**src/rtl/mem_req_issue_if.sv**
```systemverilog
// Data SRAM-like bus between the EXE memory issue unit and the data memory.
// The master drives the request fields; the slave returns the handshakes and read data.
interface mem_req_issue_if;
    logic        data_sram_req;
    logic        data_sram_wr;
    logic [1:0]  data_sram_size;
    logic [3:0]  data_sram_wstrb;
    logic [31:0] data_sram_addr;
    logic [31:0] data_sram_wdata;
    logic        data_sram_addr_ok;
    logic        data_sram_data_ok;
    logic [31:0] data_sram_rdata;

    modport master (
        output data_sram_req, data_sram_wr, data_sram_size,
        output data_sram_wstrb, data_sram_addr, data_sram_wdata,
        input  data_sram_addr_ok, data_sram_data_ok, data_sram_rdata
    );

    modport slave (
        input  data_sram_req, data_sram_wr, data_sram_size,
        input  data_sram_wstrb, data_sram_addr, data_sram_wdata,
        output data_sram_addr_ok, data_sram_data_ok, data_sram_rdata
    );
endinterface

```
**src/rtl/mem_req_issue.sv**
```systemverilog
// EXE-stage data memory issue unit: translation, exception checks, multi-outstanding tracking.
// Define MEM_REQ_STAT_EN to add the stat_issued/stat_dropped/stat_stall counters.
module mem_req_issue #(
    parameter int NUM_DMW   = 2,
    parameter int MAX_OUTST = 2,
    parameter int CNT_W     = 3
) (
    input  logic                 clk,
    input  logic                 resetn,
    input  logic                 op_valid,
    input  logic                 op_wr,
    input  logic [1:0]           op_size,
    input  logic [31:0]          op_vaddr,
    input  logic [31:0]          op_wdata,
    output logic                 op_ready,
    input  logic                 flush,
    input  logic [1:0]           crmd_plv,
    input  logic                 direct_mode,
    input  logic [3*NUM_DMW-1:0] dmw_vseg,
    input  logic [3*NUM_DMW-1:0] dmw_pseg,
    input  logic [NUM_DMW-1:0]   dmw_plv0,
    input  logic [NUM_DMW-1:0]   dmw_plv3,
    input  logic                 tlb_found,
    input  logic [19:0]          tlb_ppn,
    input  logic [5:0]           tlb_ps,
    input  logic [1:0]           tlb_plv,
    input  logic                 tlb_d,
    input  logic                 tlb_v,
    output logic                 exc_valid,
    output logic [2:0]           exc_code,
    mem_req_issue_if.master      dsram,
    output logic                 rsp_valid,
    output logic [31:0]          rsp_rdata,
    output logic [CNT_W-1:0]     inflight
`ifdef MEM_REQ_STAT_EN
    ,
    output logic [31:0]          stat_issued,
    output logic [31:0]          stat_dropped,
    output logic [31:0]          stat_stall
`endif
);

    localparam logic [CNT_W-1:0] MAX_C = CNT_W'(MAX_OUTST);
    localparam logic [CNT_W-1:0] ONE_C = CNT_W'(1);

    typedef enum logic {RUN, DRAIN} state_e;

    state_e           state_q, state_d;
    logic [CNT_W-1:0] inflight_q, inflight_d;
    logic [CNT_W-1:0] discard_q, discard_d;
    logic             rsp_valid_q;
    logic [31:0]      rsp_rdata_q;

    logic        plv0, plv3, dmw_hit, use_tlb;
    logic [31:0] dmw_pa, tlb_pa, paddr;
    logic        misalign, fault;
    logic [2:0]  code;
    logic        hs, dok, drop, keep;

    assign plv0 = (crmd_plv == 2'd0);
    assign plv3 = (crmd_plv == 2'd3);

    // Scan downwards so the lowest-index hitting window is the one left standing.
    always_comb begin
        dmw_hit = 1'b0;
        dmw_pa  = '0;
        for (int i = NUM_DMW - 1; i >= 0; i--) begin
            if (op_vaddr[31:29] == dmw_vseg[3*i +: 3] &&
                ((plv0 && dmw_plv0[i]) || (plv3 && dmw_plv3[i]))) begin
                dmw_hit = 1'b1;
                dmw_pa  = {dmw_pseg[3*i +: 3], op_vaddr[28:0]};
            end
        end
    end

    assign tlb_pa  = (tlb_ps == 6'd22) ? {tlb_ppn[19:10], op_vaddr[21:0]}
                                       : {tlb_ppn, op_vaddr[11:0]};
    assign use_tlb = ~direct_mode & ~dmw_hit;
    assign paddr   = direct_mode ? op_vaddr : (dmw_hit ? dmw_pa : tlb_pa);

    always_comb begin
        misalign = 1'b0;
        case (op_size)
            2'd0:    misalign = 1'b0;
            2'd1:    misalign = op_vaddr[0];
            default: misalign = |op_vaddr[1:0];
        endcase
    end

    always_comb begin
        fault = 1'b1;
        code  = 3'd0;
        priority case (1'b1)
            misalign:                                   code = 3'd0;
            plv3 && op_vaddr[31] && !dmw_hit && !direct_mode:
                                                        code = 3'd1;
            use_tlb && !tlb_found:                      code = 3'd2;
            use_tlb && !tlb_v && !op_wr:                code = 3'd3;
            use_tlb && !tlb_v && op_wr:                 code = 3'd4;
            use_tlb && (crmd_plv > tlb_plv):            code = 3'd5;
            use_tlb && op_wr && !tlb_d:                 code = 3'd6;
            default:                                    fault = 1'b0;
        endcase
    end

    always_comb begin
        dsram.data_sram_wr   = op_wr;
        dsram.data_sram_size = op_size;
        dsram.data_sram_addr = paddr;
        case (op_size)
            2'd0: begin
                dsram.data_sram_wstrb = 4'b0001 << op_vaddr[1:0];
                dsram.data_sram_wdata = {4{op_wdata[7:0]}};
            end
            2'd1: begin
                dsram.data_sram_wstrb = 4'b0011 << op_vaddr[1:0];
                dsram.data_sram_wdata = {2{op_wdata[15:0]}};
            end
            default: begin
                dsram.data_sram_wstrb = 4'hF;
                dsram.data_sram_wdata = op_wdata;
            end
        endcase
    end

    always_ff @(posedge clk) begin
        if (!resetn) begin
            state_q     <= RUN;
            inflight_q  <= '0;
            discard_q   <= '0;
            rsp_valid_q <= 1'b0;
            rsp_rdata_q <= '0;
        end else begin
            state_q     <= state_d;
            inflight_q  <= inflight_d;
            discard_q   <= discard_d;
            rsp_valid_q <= keep;
            if (keep) rsp_rdata_q <= dsram.data_sram_rdata;
        end
    end

    always_comb begin
        state_d = state_q;
        unique case (state_q)
            RUN:   if (flush && discard_d != '0) state_d = DRAIN;
            DRAIN: if (discard_d == '0)          state_d = RUN;
        endcase
    end

    always_comb begin
        dsram.data_sram_req = resetn & op_valid & ~fault & ~flush &
                              (state_q == RUN) & (inflight_q < MAX_C);
        exc_valid = resetn & op_valid & fault & ~flush;
        exc_code  = exc_valid ? code : 3'd0;
        hs        = dsram.data_sram_req & dsram.data_sram_addr_ok;
        op_ready  = hs | exc_valid;
    end

    // A data_ok with nothing outstanding is spurious and is ignored outright.
    assign dok  = dsram.data_sram_data_ok & (inflight_q != '0);
    assign drop = dok & (discard_q != '0);
    assign keep = dok & (discard_q == '0);

    assign inflight_d = inflight_q + (hs ? ONE_C : '0) - (dok ? ONE_C : '0);
    assign discard_d  = flush ? inflight_d
                              : (drop ? discard_q - ONE_C : discard_q);

    assign inflight  = inflight_q;
    assign rsp_valid = rsp_valid_q;
    assign rsp_rdata = rsp_rdata_q;

`ifdef MEM_REQ_STAT_EN
    logic [31:0] issued_q, dropped_q, stall_q;

    always_ff @(posedge clk) begin
        if (!resetn) begin
            issued_q  <= '0;
            dropped_q <= '0;
            stall_q   <= '0;
        end else begin
            issued_q  <= issued_q + 32'(hs);
            dropped_q <= dropped_q + 32'(drop);
            stall_q   <= stall_q + 32'(op_valid & ~fault & ~op_ready);
        end
    end

    assign stat_issued  = issued_q;
    assign stat_dropped = dropped_q;
    assign stat_stall   = stall_q;
`endif

endmodule
```
**src/flat_wrapper.sv**
```systemverilog
// flat-port wrapper written by rule: the top's interface ports become plain ports
module mem_req_issue_flat 
#(
    parameter int NUM_DMW   = 2,
    parameter int MAX_OUTST = 2,
    parameter int CNT_W     = 3
)
  (clk, resetn, op_valid, op_wr, op_size, op_vaddr, op_wdata, op_ready, flush, crmd_plv, direct_mode, dmw_vseg, dmw_pseg, dmw_plv0, dmw_plv3, tlb_found, tlb_ppn, tlb_ps, tlb_plv, tlb_d, tlb_v, exc_valid, exc_code, rsp_valid, rsp_rdata, inflight, dsram_data_sram_req, dsram_data_sram_wr, dsram_data_sram_size, dsram_data_sram_wstrb, dsram_data_sram_addr, dsram_data_sram_wdata, dsram_data_sram_addr_ok, dsram_data_sram_data_ok, dsram_data_sram_rdata);
  mem_req_issue_if dsram_i ();
  input  logic clk;
  input  logic resetn;
  input  logic op_valid;
  input  logic op_wr;
  input  logic [1:0] op_size;
  input  logic [31:0] op_vaddr;
  input  logic [31:0] op_wdata;
  output logic op_ready;
  input  logic flush;
  input  logic [1:0] crmd_plv;
  input  logic direct_mode;
  input  logic [3*NUM_DMW-1:0] dmw_vseg;
  input  logic [3*NUM_DMW-1:0] dmw_pseg;
  input  logic [NUM_DMW-1:0] dmw_plv0;
  input  logic [NUM_DMW-1:0] dmw_plv3;
  input  logic tlb_found;
  input  logic [19:0] tlb_ppn;
  input  logic [5:0] tlb_ps;
  input  logic [1:0] tlb_plv;
  input  logic tlb_d;
  input  logic tlb_v;
  output logic exc_valid;
  output logic [2:0] exc_code;
  output logic rsp_valid;
  output logic [31:0] rsp_rdata;
  output logic [CNT_W-1:0] inflight;
  output wire logic [$bits(dsram_i.data_sram_req)-1:0] dsram_data_sram_req;
  output wire logic [$bits(dsram_i.data_sram_wr)-1:0] dsram_data_sram_wr;
  output wire logic [$bits(dsram_i.data_sram_size)-1:0] dsram_data_sram_size;
  output wire logic [$bits(dsram_i.data_sram_wstrb)-1:0] dsram_data_sram_wstrb;
  output wire logic [$bits(dsram_i.data_sram_addr)-1:0] dsram_data_sram_addr;
  output wire logic [$bits(dsram_i.data_sram_wdata)-1:0] dsram_data_sram_wdata;
  input wire logic [$bits(dsram_i.data_sram_addr_ok)-1:0] dsram_data_sram_addr_ok;
  input wire logic [$bits(dsram_i.data_sram_data_ok)-1:0] dsram_data_sram_data_ok;
  input wire logic [$bits(dsram_i.data_sram_rdata)-1:0] dsram_data_sram_rdata;
  assign dsram_data_sram_req = dsram_i.data_sram_req;
  assign dsram_data_sram_wr = dsram_i.data_sram_wr;
  assign dsram_data_sram_size = dsram_i.data_sram_size;
  assign dsram_data_sram_wstrb = dsram_i.data_sram_wstrb;
  assign dsram_data_sram_addr = dsram_i.data_sram_addr;
  assign dsram_data_sram_wdata = dsram_i.data_sram_wdata;
  assign dsram_i.data_sram_addr_ok = dsram_data_sram_addr_ok;
  assign dsram_i.data_sram_data_ok = dsram_data_sram_data_ok;
  assign dsram_i.data_sram_rdata = dsram_data_sram_rdata;
  mem_req_issue #(.NUM_DMW(NUM_DMW), .MAX_OUTST(MAX_OUTST), .CNT_W(CNT_W)) u_core (.clk(clk), .resetn(resetn), .op_valid(op_valid), .op_wr(op_wr), .op_size(op_size), .op_vaddr(op_vaddr), .op_wdata(op_wdata), .op_ready(op_ready), .flush(flush), .crmd_plv(crmd_plv), .direct_mode(direct_mode), .dmw_vseg(dmw_vseg), .dmw_pseg(dmw_pseg), .dmw_plv0(dmw_plv0), .dmw_plv3(dmw_plv3), .tlb_found(tlb_found), .tlb_ppn(tlb_ppn), .tlb_ps(tlb_ps), .tlb_plv(tlb_plv), .tlb_d(tlb_d), .tlb_v(tlb_v), .exc_valid(exc_valid), .exc_code(exc_code), .dsram(dsram_i), .rsp_valid(rsp_valid), .rsp_rdata(rsp_rdata), .inflight(inflight));
endmodule
```
**config.mk**
```make
export PLATFORM = sky130hd
export DESIGN_NAME = mem_req_issue_flat
export DESIGN_NICKNAME = d
export VERILOG_FILES = /design/src/rtl/mem_req_issue_if.sv /design/src/rtl/mem_req_issue.sv /design/src/flat_wrapper.sv
export SDC_FILE = /design/constraint.sdc
export NUM_CORES = 1
export LEC_CHECK = 0
export ABC_AREA = 1
export CAP_MARGIN = 20
export CELL_PAD_IN_SITES_DETAIL_PLACEMENT = 1
export CELL_PAD_IN_SITES_GLOBAL_PLACEMENT = 2
export CORE_MARGIN = 4
export CORE_UTILIZATION = 14
export DETAILED_ROUTE_END_ITERATION = 10
export PLACE_DENSITY = 0.92
export SLEW_MARGIN = 20
export SYNTH_ARGS = -nofsm -noshare
export SYNTH_HDL_FRONTEND = slang
export SYNTH_SLANG_ARGS = --single-unit
```
**constraint.sdc**
```tcl
create_clock -name clk -period 4.37 [get_ports clk]
set_clock_uncertainty 0.2 [all_clocks]
set_input_delay 0.874 -clock clk [delete_from_list [all_inputs] [get_ports clk]]
set_output_delay 0.874 -clock clk [all_outputs]
set_load 0.01 [all_outputs]
```
==> impl_metrics.csv <==
group,metric,value,unit
outcome,outcome,"finished clean",
logic_synthesis,syn-num-nets,608,
setup_path,r2r-end,"u_core.state_q$_SDFF_PN0_",
die,die_area,0.0225,mm^2
sta,setup_slack,0.160,ns
power,p_comb_share,54.6,%
die,die_y,150,um
route,finalWirelength,13400,um
power,p_switching,761,uW
sta,finalMaxSlewViolations,0,
placement,gp_congestion,0.748,
logic_synthesis,synth_edf_count,0,
cells_and_area,syn_to_final_growth,103,%
clock_tree,cts_hold_buf,0,
cells_and_area,final-seq-area,801,um^2
power,swShare,37.3,%
logic_synthesis,ys_ff_latch,40,
cells_and_area,fillCellCount,2461,
placement,io_buffer_count,247,
sta,rsz0062_at_grt,"no",
setup_path,cp-start-kind,"primary input",
global_routing,grt_pass1_vias,3910,
power,sequentialPowerShare,25.2,%
global_routing,antenna_found_initial,0,
setup_path,critPathRequiredTime,3.30,ns
setup_path,critPathArrivalTime,3.14,ns
setup_path,worstSetupPathType,"in2out",
sta,fin_crit,4.21,ns
route,wl_per_cell,14.2,um
power,power_leakage,2.41,nW
route,ant_nets,0,
clock_tree,htree_levels,2,
power,power.internal,1.28,mW
placement,dp_hpwl,11300,um
setup_path,max_stage_delay,0.55,ns
route,via_per_inst,3.94,
sta,finalSetupViolCount,0,
setup_path,reg2reg_slack,1.67,ns
run,maxCapViolations,0,
logic_synthesis,synth_cells,445,
global_routing,overflow,0,
worst_hold_path,worstHoldEndpoint,"u_core.rsp_rdata[4]$_SDFFE_PN0P_",
placement,dp_slack,-0.0590,ns
clock_tree,path_clk_slew,0.06,ns
worst_hold_path,worstHoldStart,"u_core.rsp_rdata[4]$_SDFFE_PN0P_",
sta,maxSlewHeadroom,64.6,%
setup_path,cpMaxStageDelayCell,"clkdlybuf4s50_1",
cells_and_area,multi_input_area,0.00165,mm^2
global_routing,grt_pass1_wl,20500,um
worst_hold_path,holdCritPathClass,"reg2reg",
sta,hold_viol_final,0,
die,die_x,150,um
clock_tree,clockBufferDepth,2,
setup_path,cp.depth,13,
clock_tree,cts_tree,"yes",
sta,clock.fmax,238,MHz
route,drt_pass1_iterations,4,
setup_path,regToRegStartpoint,"u_core.inflight[1]$_SDFF_PN0_",
power,pwr-share-clk,20.2,%
setup_path,reg2reg_depth,16,
worst_hold_path,hold_depth,2,
clock_tree,root_buffer,"clkbuf_16",
logic_synthesis,yosys_warnings,0,
power,p_per_area,356,mW/mm^2
logic_synthesis,ys.flop_type,"dfxtp_1",
die,rows,51,
cells_and_area,drive_gt1_share,7.41,%
route,drc,0,
setup_path,critPathTopFamily,"buffers and inverters",
sta,worstMarginPinSlew,0.530,ns
clock_tree,numCtsBuffers,5,
die,start_util,14.4,%
logic_synthesis,async_flop_share,0,%
cells_and_area,stdcell_area,0.00574,mm^2
global_routing,grt_max_degree,40,
cells_and_area,layout.nets,837,
setup_path,cp_max_fo,7,
logic_synthesis,syn_avg_cell_area,6.34,um^2
route,drt_iter0_drc,66,
cells_and_area,diodes,0,
setup_path,cp_num_buf_inv,5,
die,ios,268,
global_routing,grt.total_usage,11.3,%
logic_synthesis,syn-cell-area,0.00282,mm^2
logic_synthesis,ys_types,36,
setup_path,end_kind,"output port",
clock_tree,clk-insertion-delay-late,0.27,ns
clock_tree,clock_sinks,40,
setup_path,crit_chain,"clkdlybuf4s50_1 > inv_2 > nand2_1 > nand2_2 > nor2_4 > nand3_4 > nand4_1 > nand2_2 > buf_4 > inv_1 > nand3_1 > nor2_1 > clkdlybuf4s50_1",
die,core_area,0.0197,mm^2
route,vias,3701,
sta,fin_crit_sh,96.3,%
logic_synthesis,synth_seq_area_share,28.4,%
power,peakVddDrop,0.135,mV
placement,dpl-instance-area,0.00554,mm^2
==> sequential cells by signal, indices dropped and copies added, names as in the netlist <==
name / flops
u_core.discard_q: 3
u_core.inflight: 3
u_core.rsp_valid: 1
u_core.rsp_rdata: 32
u_core.state_q: 1
==> per-stage QoR <==
step	hold slack (ns)	setup TNS [ns]	std cells	utilization (%)	power, mW
final	0.261	0	940	29.2	2.04
after global routing	0.279	0	940	29.2	2.21
after CTS	0.263	0	939	29.1	2.09
after detailed placement	0.253	-0.159	931	28.2	1.66
after global placement	0.248	-0.0133	931	28.2	1.64
after floorplan	0.284	0	445	-	1.07
==> layer usage <==
metal	track usage, %	up-vias	wire [um]
met2	20.5	132	6830
met3	3.51	10	1110
met1	13.1	1687	5320
li1	-	1872	-
met5	0	-	0
met4	1.97	0	133
==> layout by cell type (no fill, tap or decap), types with 3 or more instances in the layout <==
master,instances
inv_1,44
nand3_4,3
buf_4,17
mux2_1,4
nand2_1,139
mux2_2,6
clkdlybuf4s50_1,243
o211ai_1,5
inv_2,4
nand3_1,49
a22oi_1,3
o21ai_0,17
clkbuf_16,5
nor2_1,19
dlymetal6s2s_1,4
a21oi_1,38
ha_1,7
nand2_2,3
dfxtp_1,40
==> cell usage after synthesis, types with 2 or more instances <==
master	instances	share of area, %
o21ai_0	17	3.0
inv_1	44	5.9
ha_1	7	3.1
a21oi_1	38	6.7
nand2_4	2	0.80
dfxtp_1	40	28
buf_2	4	0.71
inv_2	4	0.53
nor3_1	2	0.35
nand3_4	3	1.9
a22oi_1	3	0.80
mux2_2	6	2.4
mux2_1	4	1.6
buf_4	11	2.9
buf_1	2	0.27
nand4_1	2	0.44
nor2_1	20	2.7
nand2_1	141	19
nor2_4	2	0.80
o211ai_1	5	1.3
clkbuf_1	25	3.3
nand3_1	49	8.7
==> worst min-delay path, cell delays in order (launching register included) <==
cell and delay, ns:
dfxtp_1 0.30, nand2_1 0.06, a21oi_1 0.05
==> logic make-up (layout without fill, tap and decap cells) <==
group	Yosys count	in the layout	share of synthesized area, %
DFF	40	40	28.4
muxes	11	11	4.35
and+or+nand+nor	227	227	36.4
buffers and inverters	91	321	13.7
xor gates and xnor gates	2	2	0.621
AOI/OAI and AO/OA	66	66	12.7
adders and majority gates	8	8	3.81
==> how the worst max path moves through the flow <==
stage | start | end | slack (ns)
2_1_floorplan | tlb_plv[1] | u_core.state_q$_SDFF_PN0_ | 1.15
3_3_place_gp | crmd_plv[1] | op_ready | -0.01
3_5_place_dp | crmd_plv[1] | op_ready | -0.06
4_1_cts | crmd_plv[1] | exc_code[2] | 0.07
5_1_grt | op_vaddr[31] | exc_code[1] | 0.009
6_report | op_vaddr[31] | exc_code[1] | 0.16
==> power groups by stage <==
stage                     Sequential [mW]  Clock (mW)  Combinational [mW]
after floorplan                     0.557           0               0.515
after global placement              0.519           0                1.12
after detailed placement            0.523           0                1.13
after CTS                           0.516       0.427                1.14
after global routing                0.527       0.445                1.24
final                               0.515       0.411                1.11
==> area by class of cell <==
cell class                      count  share of cell area (%)
Timing Repair Buffer              264                    45.5
Multi-Input combinational cell    314                    28.7
Sequential cell                    40                    14.0
Tap cell                          265                    5.78
Inverter                           49                    3.21
Clock buffer                        6                    2.25
Clock inverter                      2                   0.611
==> timing repair <==
action                     4_1_cts  5_1_grt
gates resized for setup          1        7
setup endpoints to repair        6        6
setup buffers                    0        1
pin swaps                        0        4
Power figures use the tool's default switching activity.
